`src/rtl/fir_frame_collector.sv`:
```
`timescale 1ns/1ps
// fir_frame_collector
// Collects the FIR output stream into N-sample frames held in a two-bank
// (ping-pong) buffer. Each complete frame goes to the FFT stage in parallel
// over a valid/ready handshake. The FIR side cannot be stalled, so a sample
// whose target bank is still occupied is dropped and a sticky overflow flag
// is raised. A run ends once FRAMES frames have been handed off.
module fir_frame_collector #(
  parameter int W      = 16,
  parameter int N      = 16,
  parameter int FRAMES = 64
) (
  input  logic                clk,
  input  logic                rst,
  input  logic                fir_valid,
  input  logic signed [W-1:0] fir_d,
  output logic                frame_valid,
  input  logic                frame_ready,
  output logic [N*W-1:0]      frame_data,
  output logic [5:0]          frame_idx,
  output logic                overflow,
  output logic                done
);

  localparam int         CW        = $clog2(N);
  localparam logic [6:0] FRAMES_M1 = 7'(FRAMES - 1);
  localparam logic [5:0] IDX_LAST  = 6'(FRAMES - 1);
  localparam logic [CW-1:0] CNT_LAST = CW'(N - 1);

  typedef enum logic [1:0] {FILL, DRAIN, DONE} state_t;

  state_t                     state;
  // Packed so that bank[b] flattens to sample k at bits [k*W +: W].
  logic [1:0][N-1:0][W-1:0]   bank;
  logic                       wr_bank;
  logic                       rd_bank;
  logic [CW-1:0]              wr_cnt;
  logic [1:0]                 full;
  logic [1:0]                 full_nxt;
  logic [6:0]                 frames_in;

  logic wr_en;
  logic wr_ok;
  logic wr_last;
  logic xfer;
  logic last_xfer;

  // Writes are only accepted while frames of the current run remain to be filled.
  assign wr_en     = fir_valid && (state == FILL);
  assign wr_ok     = wr_en && !full[wr_bank];
  assign wr_last   = wr_ok && (wr_cnt == CNT_LAST);
  assign xfer      = frame_valid && frame_ready;
  assign last_xfer = xfer && (frame_idx == IDX_LAST);

  assign frame_valid = full[rd_bank];
  assign frame_data  = bank[rd_bank];

  // Bank occupancy: freeing the read bank and completing the write bank never
  // touch the same bank, since a write needs its bank empty and a read needs it full.
  always_comb begin
    full_nxt = full;
    if (xfer)
      full_nxt[rd_bank] = 1'b0;
    if (wr_last)
      full_nxt[wr_bank] = 1'b1;
  end

  // Sample storage: bit-exact copy of the accepted FIR samples.
  always_ff @(posedge clk or posedge rst) begin
    if (rst)
      bank <= '0;
    else if (wr_ok)
      bank[wr_bank][wr_cnt] <= fir_d;
  end

  // Control FSM with write/read pointers, flags and registered status outputs.
  always_ff @(posedge clk or posedge rst) begin
    if (rst) begin
      state     <= FILL;
      wr_bank   <= 1'b0;
      rd_bank   <= 1'b0;
      wr_cnt    <= '0;
      full      <= '0;
      frames_in <= '0;
      frame_idx <= '0;
      overflow  <= 1'b0;
      done      <= 1'b0;
    end else begin
      full <= full_nxt;

      if (wr_en && full[wr_bank])
        overflow <= 1'b1;

      if (wr_ok) begin
        if (wr_last) begin
          wr_cnt    <= '0;
          wr_bank   <= ~wr_bank;
          frames_in <= frames_in + 7'd1;
        end else begin
          wr_cnt <= wr_cnt + 1'b1;
        end
      end

      if (xfer) begin
        rd_bank   <= ~rd_bank;
        frame_idx <= (frame_idx == IDX_LAST) ? 6'd0 : frame_idx + 6'd1;
      end

      if (last_xfer)
        done <= 1'b1;

      case (state)
        FILL:    if (wr_last && (frames_in == FRAMES_M1)) state <= DRAIN;
        DRAIN:   if (last_xfer) state <= DONE;
        DONE:    state <= DONE;
        default: state <= FILL;
      endcase
    end
  end

endmodule

```
`config.mk`:
```
export PLATFORM = sky130hd
export DESIGN_NAME = fir_frame_collector
export DESIGN_NICKNAME = d
export VERILOG_FILES = /design/src/rtl/fir_frame_collector.sv
export SDC_FILE = /design/constraint.sdc
export NUM_CORES = 1
export LEC_CHECK = 0
export BUFFER_PORTS_ARGS = -buffer_cell sky130_fd_sc_hd__buf_4
export CAP_MARGIN = 20
export CORE_MARGIN = 8
export CORE_UTILIZATION = 45
export DETAILED_ROUTE_END_ITERATION = 8
export HOLD_SLACK_MARGIN = 0.06
export PLACE_DENSITY = 0.61
export SLEW_MARGIN = 40
export SYNTH_ARGS = -nofsm -noshare
export SYNTH_HDL_FRONTEND = slang
export SYNTH_SLANG_ARGS = --single-unit
```
`constraint.sdc`:
```
create_clock -name clk -period 18.9 [get_ports clk]
set_input_delay 1.89 -clock clk [delete_from_list [all_inputs] [get_ports clk]]
set_output_delay 1.89 -clock clk [all_outputs]
set_load 0.01 [all_outputs]
```
==> run metrics, run 1 <==
Max-slew headroom=a little under half; Setup WS post-layout=~14 ns; hold buffer count at CTS=0; TritonCTS clock tree=yes; core footprint=approximately 53000 sq um; number of endpoints with negative hold slack in the final report=0; buffer levels on the longest clock path=3; Post CTS Setup Buffer Count=0; mapped cell area=24000 sq um; wire length of the first global-routing pass=just over 90000 um; routed via count divided by cell count=5.29; Worst path top cell family by delay=buffers and inverters; setup TNS after final layout=0 ns; Layout area overhead=18.4%; Die ar.=between 60000 and 70000 sq um; slowest stage delay, CP=~0.85 ns; most frequent standard cell in the layout excluding fill and tap cells=mux2_2; number of DRC violations after detailed routing=0; count of max-cap constraint violations=0; Num Clock Sinks=approximately 540; worst hold slack=approximately 0.47 ns; floorplan die height=roughly 250 um; maximum vdd ir drop=0.0946 mV; crit start category=flop; Avg Cell Area, Syn=15.4 sq um; source-to-sink clock delay at the later pin of the worst-skew pair=a little over 0.6 ns; path class of the lowest-slack min-delay path=flop to flop; part of the total power dissipated in combinational logic=between 30% and 40%; Cell variety after synth=47; fraction of power spent switching nets=around a third; total via count after detailed routing=approximately 13000; Mapped Nets=~1600; total clock buffers created by CTS=57; initial core utilization=around 46%; initial drt markers=between 500 and 600; Horiz. Die Dim=roughly 250 um; GRT Total Usage=19.8%; clock network fraction of total power=between 20% and 30%; post-placement cell count=2422; Final nets=1822; Max stage delay cell, worst path=dfrtp_4; worst path buffer plus inverter count=3; part of the cycle the worst path needs=~28%; final count of negative-setup-slack endpoints=0; first-pass iteration count of the detailed router=5; endpoint type of the worst setup path=output pin; Fmax=approximately 190 MHz; #FFs+latches synth=approximately 540; minimum clock period=approximately 5.4 ns; Yosys Warn Count=0; number of cells upsized or downsized after cts=0; fraction of final layout cells with drive strength greater than 1=around two thirds; R2R cell count=5; share of synthesized area occupied by flip-flops and latches=between 50 and 60%; critical path, cell by cell=buf_6 > buf_6 > mux2_2 > buf_4; power consumption=~5.1 mW; top library cells by usage in the layout, fill and taps aside=728 x mux2_2, 535 x dfrtp_1, 285 x buf_4; dpl hpwl=40400 um; Leakage=13.7 nW; unrepaired setup endpoints after global routing=false; maximum clock skew at final layout=about 0.022 ns; clock-pin slew of the registers on the worst-case setup and hold paths=0.06 ns; number of standard cells after synthesis=about 1600; H-tree lvl count=2; power dissipated by switching net loads=between 1.5 and 2 mW; number of antenna diodes=0; required time of the critical path=approximately 17 ns; run status=completed; endpoint arrival time on the critical path=around 3.5 ns; vias in the first global route=between 10000 and 15000; proportion of register bits with asynchronous set or reset after synthesis=100%; count of cell instances traversed by the critical path=4; Final Max Slew Viols=0; dominant cell type by count on the critical path=buf_6; worst hold path cell count=1; cell at the root of the clock tree=clkbuf_16; worst slack at placement=14.17 ns; prevailing post-synth register cell=dfrtp_1; maximum number of pins on one net before global-route repair=114; total overflow reported by the global router=0; final antenna-violating net count=0; number of cells in the finished layout apart from fillers=roughly 2500; Seq pwr share=about two fifths; I/O pins=about 290; startpoint-to-endpoint class of the critical path=flop to output pin; total wirelength of the detailed-routed design=a little over 60000 um; final weighted congestion in routability-driven placement=between 0.7 and 0.8; Internal Pwr Total=~3.5 mW; power per cell area=between 150 and 200 nW/um^2; detailed-route wire length per cell=between 20 and 25 um; count of flip-flops with a built-in enable after synthesis=0; actual slew at the worst max-slew pin=between 0.8 and 0.9 ns; top fanout value on the critical path=82; antenna violations before repair=0; FP Rows=between 80 and 90; count of buffers inserted at the top-level ports=approximately 280
==> sequential cells by signal (all words and copies together) (netlist names) <==
signal     flops
bank         512
done           1
frame_idx      6
frames_in      7
full           2
overflow       1
rd_bank        1
state          2
wr_bank        1
wr_cnt         4
==> cell type report <==
class	instances	area, sq um
Clock buffer	92	1790
Clock inverter	15	135
Fill cell	4351	24200
Inverter	9	46.3
Multi-Input combinational cell	889	9840
Sequential cell	537	13400
Tap cell	688	861
Timing Repair Buffer	299	2330
==> stage by stage <==
step	instance area (sq um)	utilization (%)
after global routing	28400	54.0
after CTS	28400	54.0
after global placement	26400	50.1
after floorplan	24000	-
after detailed placement	26500	50.3
final	28400	54.0
==> synthesized netlist by cell type (2+ instances only) <==
master | number | area, sq um
buf_6 | 23 | 259
mux2_2 | 728 | 8200
nand3_4 | 4 | 70.1
a21oi_1 | 3 | 15.0
xnor2_1 | 8 | 70.1
or3_1 | 2 | 12.5
nand4_1 | 6 | 37.5
nor3_2 | 2 | 20.0
mux2_4 | 31 | 465
o21ai_0 | 3 | 15.0
mux2_1 | 14 | 158
dfrtp_1 | 537 | 13400
nor2_1 | 7 | 26.3
inv_1 | 9 | 33.8
nand2_2 | 12 | 75.1
buf_1 | 6 | 22.5
nor2_4 | 8 | 90.1
nand2_1 | 6 | 22.5
buf_4 | 11 | 82.6
xor2_1 | 5 | 43.8
nor3_4 | 5 | 81.3
ha_1 | 9 | 113
buf_8 | 3 | 45.0
nand2b_1 | 3 | 18.8
nor2_2 | 6 | 37.5
and3_1 | 4 | 25.0
nor2b_4 | 3 | 41.3
buf_2 | 27 | 135
a21o_1 | 3 | 22.5
clkbuf_1 | 52 | 195
==> logic make-up after synthesis <==
kind of cell    synth area share [%]
compound gates                 0.307
xor+xnor                       0.474
fa+ha+maj                      0.469
buf+inv                         3.22
flops                           55.9
mux                             36.8
simple gates                    2.85
==> worst register-to-register path, delay by kind of cell, from the launching register on <==
family,cells,cell delay (ns)
AND/OR/NAND/NOR,1,0.49
flip-flops,1,0.85
multiplexers,2,0.71
buffers and inverters,1,0.62
AO/OA/AOI/OAI,1,0.21
==> power by group through the flow <==
stage	registers, mW	clock network (mW)	logic, mW
after floorplan	1.82	0	1.32
after global placement	1.96	0	2.03
after detailed placement	1.98	0	2.07
after CTS	1.96	1.16	2.08
after global routing	2.02	1.21	2.19
final	1.95	1.13	2.04
==> worst paths after layout <==
check	from	end	slack [ns]
worst max-delay path	rd_bank	frame_data[151]	13.53
worst min-delay path	frames_in[6]	frames_in[6]	0.47
worst max register to register	rd_bank	state[0]	15.90
worst min register to register	frames_in[6]	frames_in[6]	0.47
max in group asynchronous	rst	bank[150]	15.48
min in group asynchronous	rst	bank[267]	1.32
==> metal layers <==
metal	global-route usage [%]	part of all wire (%)	vias up
li1	-	-	5995
met1	26.2	44	7068
met2	33.2	50	252
met3	4.16	4.7	74
met4	4.49	1.7	0
met5	0	0	-
Power figures use the tool's default switching activity.
==> run 2: changes to the inputs <==
clock period = 5.3 ns   (was 18.9 ns; I/O delays follow)
==> run metrics, run 2 (synthesis gave the netlist of run 1 again) <==
antenna violations before repair=0 (unchanged); Post CTS Setup Buffer Count=0 (unchanged); actual slew at the worst max-slew pin=0.793 ns (was 0.820 ns); clock network fraction of total power=22.9% (was 22.0%); Horiz. Die Dim=247 um (unchanged); Final Max Slew Viols=0 (unchanged); critical path, cell by cell=buf_12 > buf_16 > mux2_2 > buf_4 (was buf_6 > buf_6 > mux2_2 > buf_4); crit start category=flop (unchanged); Internal Pwr Total=12.7 mW (was 3.49 mW); floorplan die height=247 um (unchanged); Top Registers=bank: 512 flops, frames_in: 7 flops, frame_idx: 6 flops (unchanged); part of the total power dissipated in combinational logic=40.6% (was 39.8%); Worst path top cell family by delay=buffers and inverters (unchanged); WL met2=29600 um (was 30200 um); maximum vdd ir drop=0.337 mV (was 0.0946 mV); worst path buffer plus inverter count=3 (unchanged); required time of the critical path=4.77 ns (was 17.01 ns); vias in the first global route=15000 (was 14600); most frequent standard cell in the layout excluding fill and tap cells=mux2_2 (unchanged); worst slack at placement=2.80 ns (was 14.17 ns); Leakage=13.8 nW (was 13.7 nW); final count of negative-setup-slack endpoints=0 (unchanged); power per cell area=645 nW/um^2 (was 180 nW/um^2); fraction of power spent switching nets=31.4% (was 31.7%); dpl hpwl=38900 um (was 40400 um); number of antenna diodes=0 (unchanged); I/O pins=285 (unchanged); Max-slew headroom=47.2% (was 45.3%); Final nets=1826 (was 1822); source-to-sink clock delay at the later pin of the worst-skew pair=0.61 ns (about the same); Num Clock Sinks=537 (unchanged); clock-pin slew of the registers on the worst-case setup and hold paths=0.06 ns (about the same); FF/Latch Area=13400 sq um (about the same); final weighted congestion in routability-driven placement=0.772 (was 0.780); first-pass iteration count of the detailed router=4 (was 5); total overflow reported by the global router=0 (unchanged); top library cells by usage in the layout, fill and taps aside=728 x mux2_2, 536 x dfrtp_1, 289 x buf_4 (was 728 x mux2_2, 535 x dfrtp_1, 285 x buf_4); final antenna-violating net count=0 (unchanged); run status=completed (unchanged); GRT Total Usage=19.9% (was 19.8%); top fanout value on the critical path=93 (was 82); highest signal layer in the routed design=met4 (unchanged); worst hold slack=0.197 ns (was 0.468 ns); count of filler cells inserted in the layout=4311 (was 4351); Die ar.=61000 sq um (unchanged); initial core utilization=45.6% (unchanged); core footprint=52700 sq um (unchanged); total wirelength of the detailed-routed design=60600 um (was 60800 um); Layout area overhead=19.1% (was 18.4%); part of the cycle the worst path needs=57.4%; number of DRC violations after detailed routing=0 (unchanged); routed via count divided by cell count=5.36 (was 5.29); wire length of the first global-routing pass=93700 um (was 93000 um); number of cells in the finished layout apart from fillers=2532 (was 2529); FP Rows=84 (unchanged); count of buffers inserted at the top-level ports=284 (unchanged); Setup WS post-layout=2.26 ns (was 13.53 ns); endpoint arrival time on the critical path=2.51 ns (was 3.48 ns); met1 layer wirelength in the final routing=27100 um (was 26600 um); total via count after detailed routing=13600 (was 13400); initial drt markers=520 (was 599); count of max-cap constraint violations=0 (unchanged); fraction of final layout cells with drive strength greater than 1=65.2% (about the same); number of endpoints with negative hold slack in the final report=0 (unchanged); post-placement cell count=2423 (was 2422); H-tree lvl count=2 (unchanged); Seq pwr share=36.5% (was 38.2%); cell at the root of the clock tree=clkbuf_16 (unchanged); total clock buffers created by CTS=58 (was 57); path class of the lowest-slack min-delay path=input port to flop (was flop to flop); power consumption=18.4 mW (was 5.11 mW); maximum number of pins on one net before global-route repair=150 (was 114); buffer levels on the longest clock path=3 (unchanged); met3 routed wirelength=2830 um (was 2880 um); Max stage delay cell, worst path=dfrtp_4 (unchanged); max reg flops=512 (unchanged); power dissipated by switching net loads=5.79 mW (was 1.62 mW); maximum clock skew at final layout=0.0154 ns (was 0.0223 ns); endpoint type of the worst setup path=output pin (unchanged); detailed-route wire length per cell=23.9 um (was 24.0 um); total area of multi-input combinational cells=9840 sq um (unchanged); startpoint-to-endpoint class of the critical path=flop to output pin (unchanged); minimum clock period=slightly above 3 ns; TritonCTS clock tree=yes (unchanged); Fmax=around 330 MHz; unrepaired setup endpoints after global routing=false (unchanged); register containing the most flip-flops in the final layout=bank (unchanged); slowest stage delay, CP=0.45 ns (was 0.85 ns)
[run 2: power groups by stage]
stage / combinational, mW / clock, mW / sequential [mW]
final: 7.49 / 4.22 / 6.73
after global routing: 8.03 / 4.50 / 6.98
after CTS: 7.66 / 4.34 / 6.75
after detailed placement: 7.62 / 0 / 6.81
after global placement: 7.52 / 0 / 6.71
after floorplan: 4.72 / 0 / 6.51
[run 2: layout make-up]
class,count,area share (%)
Sequential cell,537,47.0
Timing Repair Buffer,302,8.44
Tap cell,688,3.01
Clock buffer,91,6.17
Multi-Input combinational cell,889,34.4
Inverter,9,0.131
Clock inverter,16,0.879
[run 2: final timing paths]
| kind | start | end | slack [ns] | cells after the start |
|---|---|---|---|---|
| max in group asynchronous | rst | bank[421] | 3.39 | 5 |
| setup reg to reg | state[0] | bank[223] | 2.81 | 6 |
| min in group asynchronous | rst | bank[203] | 0.58 | 3 |
| hold reg to reg | frames_in[6] | frames_in[6] | 0.46 | 1 |
| setup / recovery | rd_bank | frame_data[21] | 2.26 | 4 |
| hold / removal | frame_ready | rd_bank | 0.20 | 2 |
[run 2: timing repair]
item                                   4_1_cts  5_1_grt
endpoints found under the hold margin       20        0
hold buffers                                 1        0
gates resized for setup                      0        0
[run 2: layer usage]
layer  vias up  GRT usage (%)
met5         -              0
met2       249           32.7
li1       6031              -
met1      7219           27.2
met4         0           4.73
met3        72           3.44
[run 2: metrics by stage]
stage                     util, %  setup TNS, ns  cell area [sq um]
after global routing         54.3              0              28600
after floorplan                 -       -1359.69              24000
after CTS                    54.3              0              28600
after global placement       50.2              0              26400
after detailed placement     50.4              0              26600
final                        54.3              0              28600
==> run 3: changes to the inputs <==
clock period = 3.14 ns   (was 5.3 ns; I/O delays follow)
==> run metrics, run 3 (synthesis gave the netlist of run 1 again) <==
detailed-route wire length per cell=23.6 um (was 23.9 um); slowest stage delay, CP=0.68 ns (was 0.45 ns); Fmax=around 350 MHz; final count of negative-setup-slack endpoints=0 (unchanged); required time of the critical path=2.83 ns (was 4.77 ns); maximum clock skew at final layout=0.0219 ns (was 0.0154 ns); fraction of final layout cells with drive strength greater than 1=65.0% (was 65.2%); run status=completed (unchanged); number of endpoints with negative hold slack in the final report=0 (unchanged); actual slew at the worst max-slew pin=0.801 ns (was 0.793 ns); FF/Latch Area=13400 sq um (unchanged); maximum number of pins on one net before global-route repair=125 (was 150); Max stage delay cell, worst path=dfrtp_4 (unchanged); antenna violations before repair=0 (unchanged); initial core utilization=45.6% (unchanged); part of the cycle the worst path needs=around nine tenths; Horiz. Die Dim=247 um (unchanged); Leakage=13.7 nW (was 13.8 nW); total area of multi-input combinational cells=9820 sq um (was 9840 sq um); worst setup path start=rd_bank (unchanged); worst setup path endpoint=frame_data[126] (was frame_data[21]); critical path, cell by cell=buf_12 > mux2_2 > buf_4 (was buf_12 > buf_16 > mux2_2 > buf_4); count of max-cap constraint violations=0 (unchanged); startpoint-to-endpoint class of the critical path=flop to output pin (unchanged); Final Max Slew Viols=0 (unchanged); Final nets=1832 (was 1826); final weighted congestion in routability-driven placement=0.758 (was 0.772); endpoint type of the worst setup path=output pin (unchanged); register containing the most flip-flops in the final layout=bank (unchanged); slack of the worst reg-to-reg path=0.64 ns (was 2.81 ns); total overflow reported by the global router=0 (unchanged); top library cells by usage in the layout, fill and taps aside=728 x mux2_2, 536 x dfrtp_1, 300 x buf_4 (was 728 x mux2_2, 536 x dfrtp_1, 289 x buf_4); Setup WS post-layout=0.266 ns (was 2.26 ns); source-to-sink clock delay at the later pin of the worst-skew pair=0.60 ns (was 0.61 ns); post-layout utilization of the core=54.1% (was 54.3%); R2R cell count=6 (unchanged); worst path buffer plus inverter count=2 (was 3); total wirelength of the detailed-routed design=60000 um (was 60600 um); top fanout value on the critical path=101 (was 93); dpl hpwl=38700 um (was 38900 um); routed via count divided by cell count=5.33 (was 5.36); endpoint arrival time on the critical path=2.56 ns (was 2.51 ns); number of antenna diodes=0 (unchanged); Num Clock Sinks=537 (unchanged); Die ar.=61000 sq um (unchanged); Max-slew headroom=46.6% (was 47.2%); most frequent standard cell in the layout excluding fill and tap cells=mux2_2 (unchanged); minimum clock period=between 2 and 3 ns; unrepaired setup endpoints after global routing=false (unchanged); initial drt markers=551 (was 520); power per cell area=1080 nW/um^2 (was 645 nW/um^2); Worst path top cell family by delay=flip-flops (was buffers and inverters); r2r endpoint=bank[223] (unchanged); worst slack at placement=0.684 ns (was 2.80 ns); TritonCTS clock tree=yes (unchanged); worst flop-to-flop path startpoint=state[1] (was state[0]); I/O pins=285 (unchanged); count of buffers inserted at the top-level ports=284 (unchanged); cell at the root of the clock tree=clkbuf_16 (unchanged); final antenna-violating net count=0 (unchanged); maximum vdd ir drop=0.665 mV (was 0.337 mV); Top Registers=bank: 512 flops, frames_in: 7 flops, frame_idx: 6 flops (unchanged); GRT Total Usage=19.6% (was 19.9%); buffer levels on the longest clock path=3 (unchanged); vias in the first global route=14800 (was 15000); crit start category=flop (unchanged); count of filler cells inserted in the layout=4354 (was 4311); path class of the lowest-slack min-delay path=input port to flop (unchanged); FP Rows=84 (unchanged); total clock buffers created by CTS=56 (was 58); first-pass iteration count of the detailed router=4 (unchanged); clock-pin slew of the registers on the worst-case setup and hold paths=0.06 ns (about the same); floorplan die height=247 um (unchanged); count of cell instances traversed by the critical path=3 (was 4); total via count after detailed routing=13500 (was 13600); wire length of the first global-routing pass=92500 um (was 93700 um); max reg flops=512 (unchanged); core footprint=52700 sq um (unchanged); Layout area overhead=18.5% (was 19.1%); H-tree lvl count=2 (unchanged); number of DRC violations after detailed routing=0 (unchanged)
## run 3: cell types whose count changed in the layout (fill, tap and decap cells not counted), sizes merged
cell / delta
clkinvlp: +2
buf: +7
inv: -2
clkbuf: -6
clkinv: +3
bufinv: -1
dlygate4sd3: +1
## run 3: how the worst min path moves through the flow
stage                     start         to  slack (ns)  cells past startpoint
floorplan           frame_ready    rd_bank        0.42                      1
global placement            rst  bank[459]        0.34                      2
detailed placement          rst  bank[459]        0.34                      2
CTS                   fir_valid  wr_cnt[3]        0.09                      4
global route          fir_valid  wr_cnt[3]        0.12                      4
finish                fir_valid  wr_cnt[3]        0.15                      4
## run 3: worst reg2reg max path: cells and delay by family (launching register included)
kind | cells | cell delay [ns]
simple gates | 3 | 1.24
flops | 1 | 0.38
mux | 1 | 0.42
buf+inv | 1 | 0.10
fa+ha+maj | 1 | 0.23
## run 3: repair_timing
item,in CTS,in global routing
resized for setup,0,0
hold buffers,2,0
endpoints found under the setup margin,0,0
buffers inserted,0,0
hold endpoints to repair,26,0
## run 3: routing by layer
metal	vias to the layer above	wire length, um	part of all wire (%)	track usage (%)
li1	6024	-	-	-
met1	7165	26800	45	26.6
met2	247	29000	48	32.2
met3	82	2800	4.7	3.39
met4	0	1360	2.3	5.30
met5	-	0	0	0
## run 3: area by class of cell
type | count | area share (%)
clock buffers | 85 | 5.77
clock inverters | 18 | 0.835
repair buffers | 310 | 8.54
inverters | 9 | 0.132
well taps | 688 | 3.02
flip-flops and latches | 537 | 47.2
multi-input cells | 889 | 34.5
## run 3: stage by stage
step / setup TNS (ns) / std cells / cell area (sq um) / hold slack (ns) / total power, mW
2_1_floorplan: -2403.62 / 1557 / 24000 / 0.421 / 19.0
3_3_place_gp: 0 / 2431 / 26600 / 0.337 / 24.1
3_5_place_dp: 0 / 2431 / 26600 / 0.340 / 24.3
4_1_cts: 0 / 2536 / 28500 / 0.0888 / 31.3
5_1_grt: 0 / 2536 / 28500 / 0.124 / 32.5
6_report: 0 / 2536 / 28500 / 0.148 / 30.7
## run 3: power by group
part | internal (mW) | total [mW] | leakage, nW | switching (mW)
registers | 9.88 | 11.4 | 6.99 | 1.51
clock network | 4.01 | 6.74 | 0.914 | 2.73
logic | 7.13 | 12.6 | 5.80 | 5.48
